## config.mk

```make
export PLATFORM = sky130hd
export DESIGN_NAME = wave_gen
export DESIGN_NICKNAME = d
export VERILOG_FILES = /design/src/rtl/wave_gen_pkg.sv /design/src/rtl/wave_gen_shaper.sv /design/src/rtl/wave_gen.sv
export SDC_FILE = /design/constraint.sdc
export NUM_CORES = 1
export LEC_CHECK = 0
export ABC_CLOCK_PERIOD_IN_PS = 3100
export CAP_MARGIN = 20
export CORE_MARGIN = 3
export CORE_UTILIZATION = 30
export CTS_CLUSTER_DIAMETER = 40
export DETAILED_ROUTE_END_ITERATION = 10
export PLACE_DENSITY = 0.57
export SETUP_SLACK_MARGIN = 0.4
export SYNTH_ARGS = -nofsm -noshare
export SYNTH_HDL_FRONTEND = slang
export SYNTH_SLANG_ARGS = --single-unit
```

## constraint.sdc

```tcl
create_clock -name clk -period 3.1 [get_ports clk]
set_input_delay 0.31 -clock clk [delete_from_list [all_inputs] [get_ports clk]]
set_output_delay 0.31 -clock clk [all_outputs]
set_load 0.05 [all_outputs]
```

## src/rtl/wave_gen_pkg.sv

```systemverilog
// Shared types and constants for the wave_gen waveform generator.
package wave_gen_pkg;

  typedef enum logic [1:0] {
    MODE_TRI = 2'd0,
    MODE_SAW = 2'd1,
    MODE_SQR = 2'd2,
    MODE_DC  = 2'd3
  } mode_t;

  // Phase offset is an 8-bit value aligned to the top of the phase word.
  localparam int PHASE_OFF_W = 8;

  function automatic int ph_off_shift(input int dac_w);
    return dac_w - PHASE_OFF_W;
  endfunction

  function automatic logic [31:0] midscale(input int dac_w);
    return 32'd1 << (dac_w - 1);
  endfunction

endpackage

```

## src/rtl/wave_gen_shaper.sv

```systemverilog
// Stage 2 of wave_gen: adds the phase offset, folds the phase into the
// selected shape and registers the offset-binary raw sample.
module wave_gen_shaper
  import wave_gen_pkg::*;
#(
  parameter int DAC_W = 14
) (
  input  logic             clk,
  input  logic             rst_n,
  input  logic [DAC_W-1:0] phase,
  input  mode_t            mode,
  input  logic [7:0]       phase_off,
  output logic [DAC_W-1:0] raw
);

  localparam int               SHIFT = ph_off_shift(DAC_W);
  localparam logic [DAC_W-1:0] MID   = DAC_W'(midscale(DAC_W));

  logic [DAC_W-1:0] ph;
  logic [DAC_W-2:0] fold;
  logic [DAC_W-1:0] raw_next;

  assign ph   = phase + (DAC_W'(phase_off) << SHIFT);
  assign fold = ph[DAC_W-1] ? ~ph[DAC_W-2:0] : ph[DAC_W-2:0];

  always_comb begin
    raw_next = '0;
    case (mode)
      MODE_TRI: raw_next = {fold, 1'b0};
      MODE_SAW: raw_next = ph;
      MODE_SQR: raw_next = ph[DAC_W-1] ? '1 : '0;
      MODE_DC:  raw_next = MID;
      default:  raw_next = '0;
    endcase
  end

  always_ff @(posedge clk) begin
    if (!rst_n) raw <= '0;
    else        raw <= raw_next;
  end

endmodule

```

## src/rtl/wave_gen.sv

```systemverilog
// Phase-accumulator waveform generator with double-buffered configuration
// and a 3-stage pipeline to the DAC. WAVE_GEN_AMP_EN enables amplitude scaling.
module wave_gen
  import wave_gen_pkg::*;
#(
  parameter int DAC_W  = 14,
  parameter int ACC_W  = 24,
  parameter int FREQ_W = 24
) (
  input  logic              clk,
  input  logic              rst_n,
  input  logic              en,
  input  logic              sync,
  input  logic              cfg_load,
  input  logic [1:0]        mode,
  input  logic [FREQ_W-1:0] freq_word,
  input  logic [7:0]        amp,
  input  logic [7:0]        phase_off,
  output logic              cfg_busy,
  output logic              wrap,
  output logic              dac_valid,
  output logic [DAC_W-1:0]  DAC_in
);

  logic [ACC_W-1:0]  acc;
  logic [ACC_W:0]    sum;
  logic              carry;
  logic              apply;
  logic              en_s1;
  logic              en_s2;
  logic [DAC_W-1:0]  raw;
  logic [DAC_W-1:0]  sample;

  mode_t             mode_pend;
  mode_t             mode_act;
  logic [FREQ_W-1:0] freq_pend;
  logic [FREQ_W-1:0] freq_act;
  logic [7:0]        off_pend;
  logic [7:0]        off_act;

  assign sum   = {1'b0, acc} + {1'b0, ACC_W'(freq_act)};
  assign carry = en & ~sync & sum[ACC_W];
  // Pending settings only swap in at a period boundary or while the output is idle.
  assign apply = cfg_busy & (carry | sync | ~en);

  always_ff @(posedge clk) begin
    if (!rst_n) begin
      acc   <= '0;
      wrap  <= 1'b0;
      en_s1 <= 1'b0;
      en_s2 <= 1'b0;
    end else begin
      en_s1 <= en;
      en_s2 <= en_s1;
      wrap  <= carry;
      if (sync)    acc <= '0;
      else if (en) acc <= sum[ACC_W-1:0];
    end
  end

  always_ff @(posedge clk) begin
    if (!rst_n) begin
      cfg_busy  <= 1'b0;
      mode_pend <= MODE_TRI;
      mode_act  <= MODE_TRI;
      freq_pend <= '0;
      freq_act  <= '0;
      off_pend  <= '0;
      off_act   <= '0;
    end else begin
      if (cfg_load) begin
        mode_pend <= mode_t'(mode);
        freq_pend <= freq_word;
        off_pend  <= phase_off;
      end
      if (apply) begin
        mode_act <= mode_pend;
        freq_act <= freq_pend;
        off_act  <= off_pend;
      end
      if (cfg_load)   cfg_busy <= 1'b1;
      else if (apply) cfg_busy <= 1'b0;
    end
  end

  wave_gen_shaper #(
    .DAC_W(DAC_W)
  ) u_shaper (
    .clk      (clk),
    .rst_n    (rst_n),
    .phase    (acc[ACC_W-1 -: DAC_W]),
    .mode     (mode_act),
    .phase_off(off_act),
    .raw      (raw)
  );

`ifdef WAVE_GEN_AMP_EN
  logic [7:0]               amp_pend;
  logic [7:0]               amp_act;
  logic [7:0]               amp_d;
  logic [8:0]               amp_p1;
  logic signed [9:0]        amp_s;
  logic signed [DAC_W-1:0]  s;
  logic signed [DAC_W+9:0]  prod;
  logic signed [DAC_W-1:0]  p;

  // amp_d travels with raw so a new gain lands on the same sample as a new shape.
  always_ff @(posedge clk) begin
    if (!rst_n) begin
      amp_pend <= '0;
      amp_act  <= '0;
      amp_d    <= '0;
    end else begin
      if (cfg_load) amp_pend <= amp;
      if (apply)    amp_act  <= amp_pend;
      amp_d <= amp_act;
    end
  end

  assign amp_p1 = {1'b0, amp_d} + 9'd1;
  assign amp_s  = $signed({1'b0, amp_p1});
  assign s      = $signed({~raw[DAC_W-1], raw[DAC_W-2:0]});
  assign prod   = (DAC_W+10)'(s) * (DAC_W+10)'(amp_s);
  assign p      = DAC_W'(prod >>> 8);
  assign sample = {~p[DAC_W-1], p[DAC_W-2:0]};
`else
  logic amp_unused;
  assign amp_unused = ^amp;
  assign sample     = raw;
`endif

  always_ff @(posedge clk) begin
    if (!rst_n) begin
      dac_valid <= 1'b0;
      DAC_in    <= '0;
    end else begin
      dac_valid <= en_s2;
      DAC_in    <= en_s2 ? sample : '0;
    end
  end

endmodule

```

==> metrics.md <==
| Metric | Value |
|---|---|
| Number of synthesized flops with an enable pin | 0 |
| Worst-path fanout max | 17 |
| Row count | 51 |
| First-pass GRT wire length | 23500 um |
| Layout cells sized above 1 | 0.123 |
| Inserted Diodes | 0 |
| Synth cell types | 57 |
| Wire per inst | 14.3 um |
| Core Box Area | 19700 um^2 |
| Post-synth ARST share | 0 |
| Worst EP arrival | 2.87 ns |
| Worst Reg2Reg Path Length in Cells | 11 |
| Clock-pin transition on the worst setup and hold timing paths | 0.06 ns |
| Routed WL | 14500 um |
| Max-slew violations | 0 |
| Met1 Use GR | 0.181 |
| Fmax | 0.396 GHz |
| CP required | 3.45 ns |
| Num ports | 64 |
| Via count | 4915 |
| Status | finished clean |
| Synth Instances | 692 |
| Synth Cell Area | 6100 um^2 |
| Number of setup violations in the final report | 0 |
| HP Start | rst_n |
| Final nets | 816 |
| Rel. slew slack | 0.567 |
| DR vias/cell | 4.85 |
| Synth warn | 0 |
| Crit path time final | 2.52 ns |
| TritonCTS Sinks | 125 |
| Post-route setup TNS | 0 ns |
| RR Startpoint | acc[0] |
| RSZ-0062 raised after global routing | yes |
| CTS tree | yes |
| Cts hold-fix bufs | 0 |
| GRT Total Usage | 0.132 |
| Synth area leaders | dfxtp_1 41%, mux2i_1 6.9%, ha_1 6.4% |
| Yosys top cell area share | 0.410 |
| Initial antenna violation count | 0 |
| Hold WC Path Type | input pin to flip-flop |
| Total CTS buffers | 17 |
| Reg2reg end | off_act[6] |
| Type of destination of the critical path | flip-flop |
| Max Buffers Root-to-Sink | 2 |
| Initial drt markers | 347 |
| Sequential fraction of the synthesis area | 0.410 |
| Fin crit share | 0.814 |
| Worst-Margin Slew | 0.648 ns |
| Largest net degree at the start of global routing | 98 |
| Max-capacitance violation count | 0 |
| DRC | 0 |
| Clk root buf | clkbuf_16 |
| Met3 Use GR | 0.0311 |
| M2 GR Usage | 0.204 |
| DRT Pass-1 Iters | 5 |
| Setup CP Type | flip-flop to flip-flop |
| Die Area | 22100 um^2 |
| Hpwl dp | 9550 um |
| Final antenna-violating net count | 0 |
| Synth area leader | dfxtp_1 |
| Gr ovfl total | 0 |
| Worst Skew | 0.0154 ns |
| Die H | 149 um |
| PortBufs | 55 |
| VDD IR-drop max | 0.392 mV |
| Synthesized flop and latch total | 125 |
| Final Cell Area | 7570 um^2 |
| Chip width | 149 um |
| Hold path cells | 5 |
| Number of global-route vias before repair | 4620 |
| Syn nets | 772 |
| CP startpoint kind | flip-flop |
| WHS Endpoint | acc[19] |
| Dpl cell area | 6860 um^2 |
| Top FF cell, synth | dfxtp_1 |
| Routability cong. | 0.857 |
| P_leak | 3.11 nW |
| Syn-to-layout area delta | 24.1% |
| PD cells | 520 nW/um^2 |
| Initial Utilization | 0.310 |
| Htree depth | 4 |
| Mapped Avg Cell Area | 8.82 um^2 |
| Most used routing layer | met2 |
| Final Hold Viols | 0 |
| Clk_lat worst skew | 0.42 ns |
| R2R Setup Slk | 0.58 ns |
==> cell families (layout without fill, tap and decap cells) <==
| kind of cell | Yosys count | after routing | share of synthesized area |
|---|---|---|---|
| simple gates | 235 | 235 | 0.186 |
| compound gates | 177 | 177 | 0.187 |
| fa+ha+maj | 33 | 33 | 0.0701 |
| flops | 125 | 125 | 0.410 |
| buf+inv | 54 | 110 | 0.0402 |
| xor+xnor | 25 | 25 | 0.0359 |
| mux | 43 | 43 | 0.0707 |
==> timing repair <==
item	CTS	global route
buffers inserted	0	1
gates resized for setup	1	5
pin swaps	0	1
endpoints found under the setup margin	1	36
cloned	1	3
==> cells in the mapped netlist, types with 3 or more instances <==
library cell	n
nand2b_1	4
nand3_2	16
nor3b_1	3
inv_1	8
xnor2_1	13
nor3_1	10
buf_1	7
o21ai_1	6
xor2_1	12
o211ai_1	9
and2_1	3
a21o_1	11
o22ai_1	5
ha_1	31
clkbuf_1	29
o21a_1	14
nand4_1	4
a211oi_1	7
nand3_1	26
nor2_1	67
o21ai_0	42
clkbuf_2	3
buf_2	3
o21ai_2	16
nand2_1	76
mux2i_1	42
a21oi_1	47
and3_1	17
dfxtp_1	125
a31oi_1	5
==> how the worst max path moves through the flow <==
| stage | start | endpoint | slack (ns) |
|---|---|---|---|
| floorplan | acc[0] | freq_act[13] | 0.76 |
| global placement | acc[0] | off_act[4] | 0.49 |
| detailed placement | acc[0] | mode_act[0] | 0.43 |
| CTS | acc[0] | freq_act[8] | 0.41 |
| global route | acc[0] | freq_act[22] | 0.39 |
| finish | acc[0] | off_act[6] | 0.58 |
==> where the power goes <==
group	total, W	internal [W]	switching (W)
sequential	0.00168	0.00165	0.0000301
combinational	0.000293	0.000134	0.000160
clock	0.00196	0.00119	0.000769
==> worst max-delay path, stage by stage, from the launching register on <==
cell	delay, ns
dfxtp_1	0.31
ha_1	0.23
fa_1	0.46
a211oi_2	0.27
nor3_2	0.11
o2111ai_2	0.24
a21oi_2	0.14
o21ai_4	0.21
buf_12	0.16
clkbuf_16	0.18
nand3_1	0.07
o21ai_0	0.08
==> layer usage <==
metal  vias to the layer above  routed length, um
met5                         -                  0
met4                         0                227
met3                        20                467
met2                        78               6530
met1                      2263               7220
li1                       2554                  -
==> registers in the layout, indices dropped and copies added (netlist names) <==
signal / cells
acc: 24
freq_pend: 24
wrap: 1
off_pend: 8
u_shaper.raw: 14
en_s1: 1
cfg_busy: 1
freq_act: 24
off_act: 8
mode_pend: 2
en_s2: 1
dac_valid: 1
DAC_in: 14
mode_act: 2
==> layout make-up <==
class	count	area, um^2
sequential	125	2500
tap	265	332
inverter	9	33.8
clock inverter	14	158
multi-input combinational	513	3370
timing repair buffer	70	754
fill	2002	12100
clock buffer	17	425
==> placed cells by master, fill, tap and decap left out, drive strengths merged, types with 15 or more instances in the layout <==
master	count
dfxtp	125
nand2	76
nor2	67
o21ai	65
clkdlybuf4s50	53
a21oi	48
mux2i	42
nand3	42
ha	31
clkbuf	19
and3	17
inv	15
buf	15
==> per-stage QoR <==
step	instances	utilization	power, W	setup slack [ns]	hold slack (ns)
floorplan	692	-	0.00189	0.756	0.412
global placement	976	0.348	0.00199	0.487	0.415
detailed placement	976	0.348	0.00199	0.433	0.419
CTS	1008	0.379	0.00397	0.414	0.362
global route	1013	0.384	0.00409	0.392	0.396
finish	1013	0.384	0.00394	0.575	0.376
(Power assumes the default switching activity.)
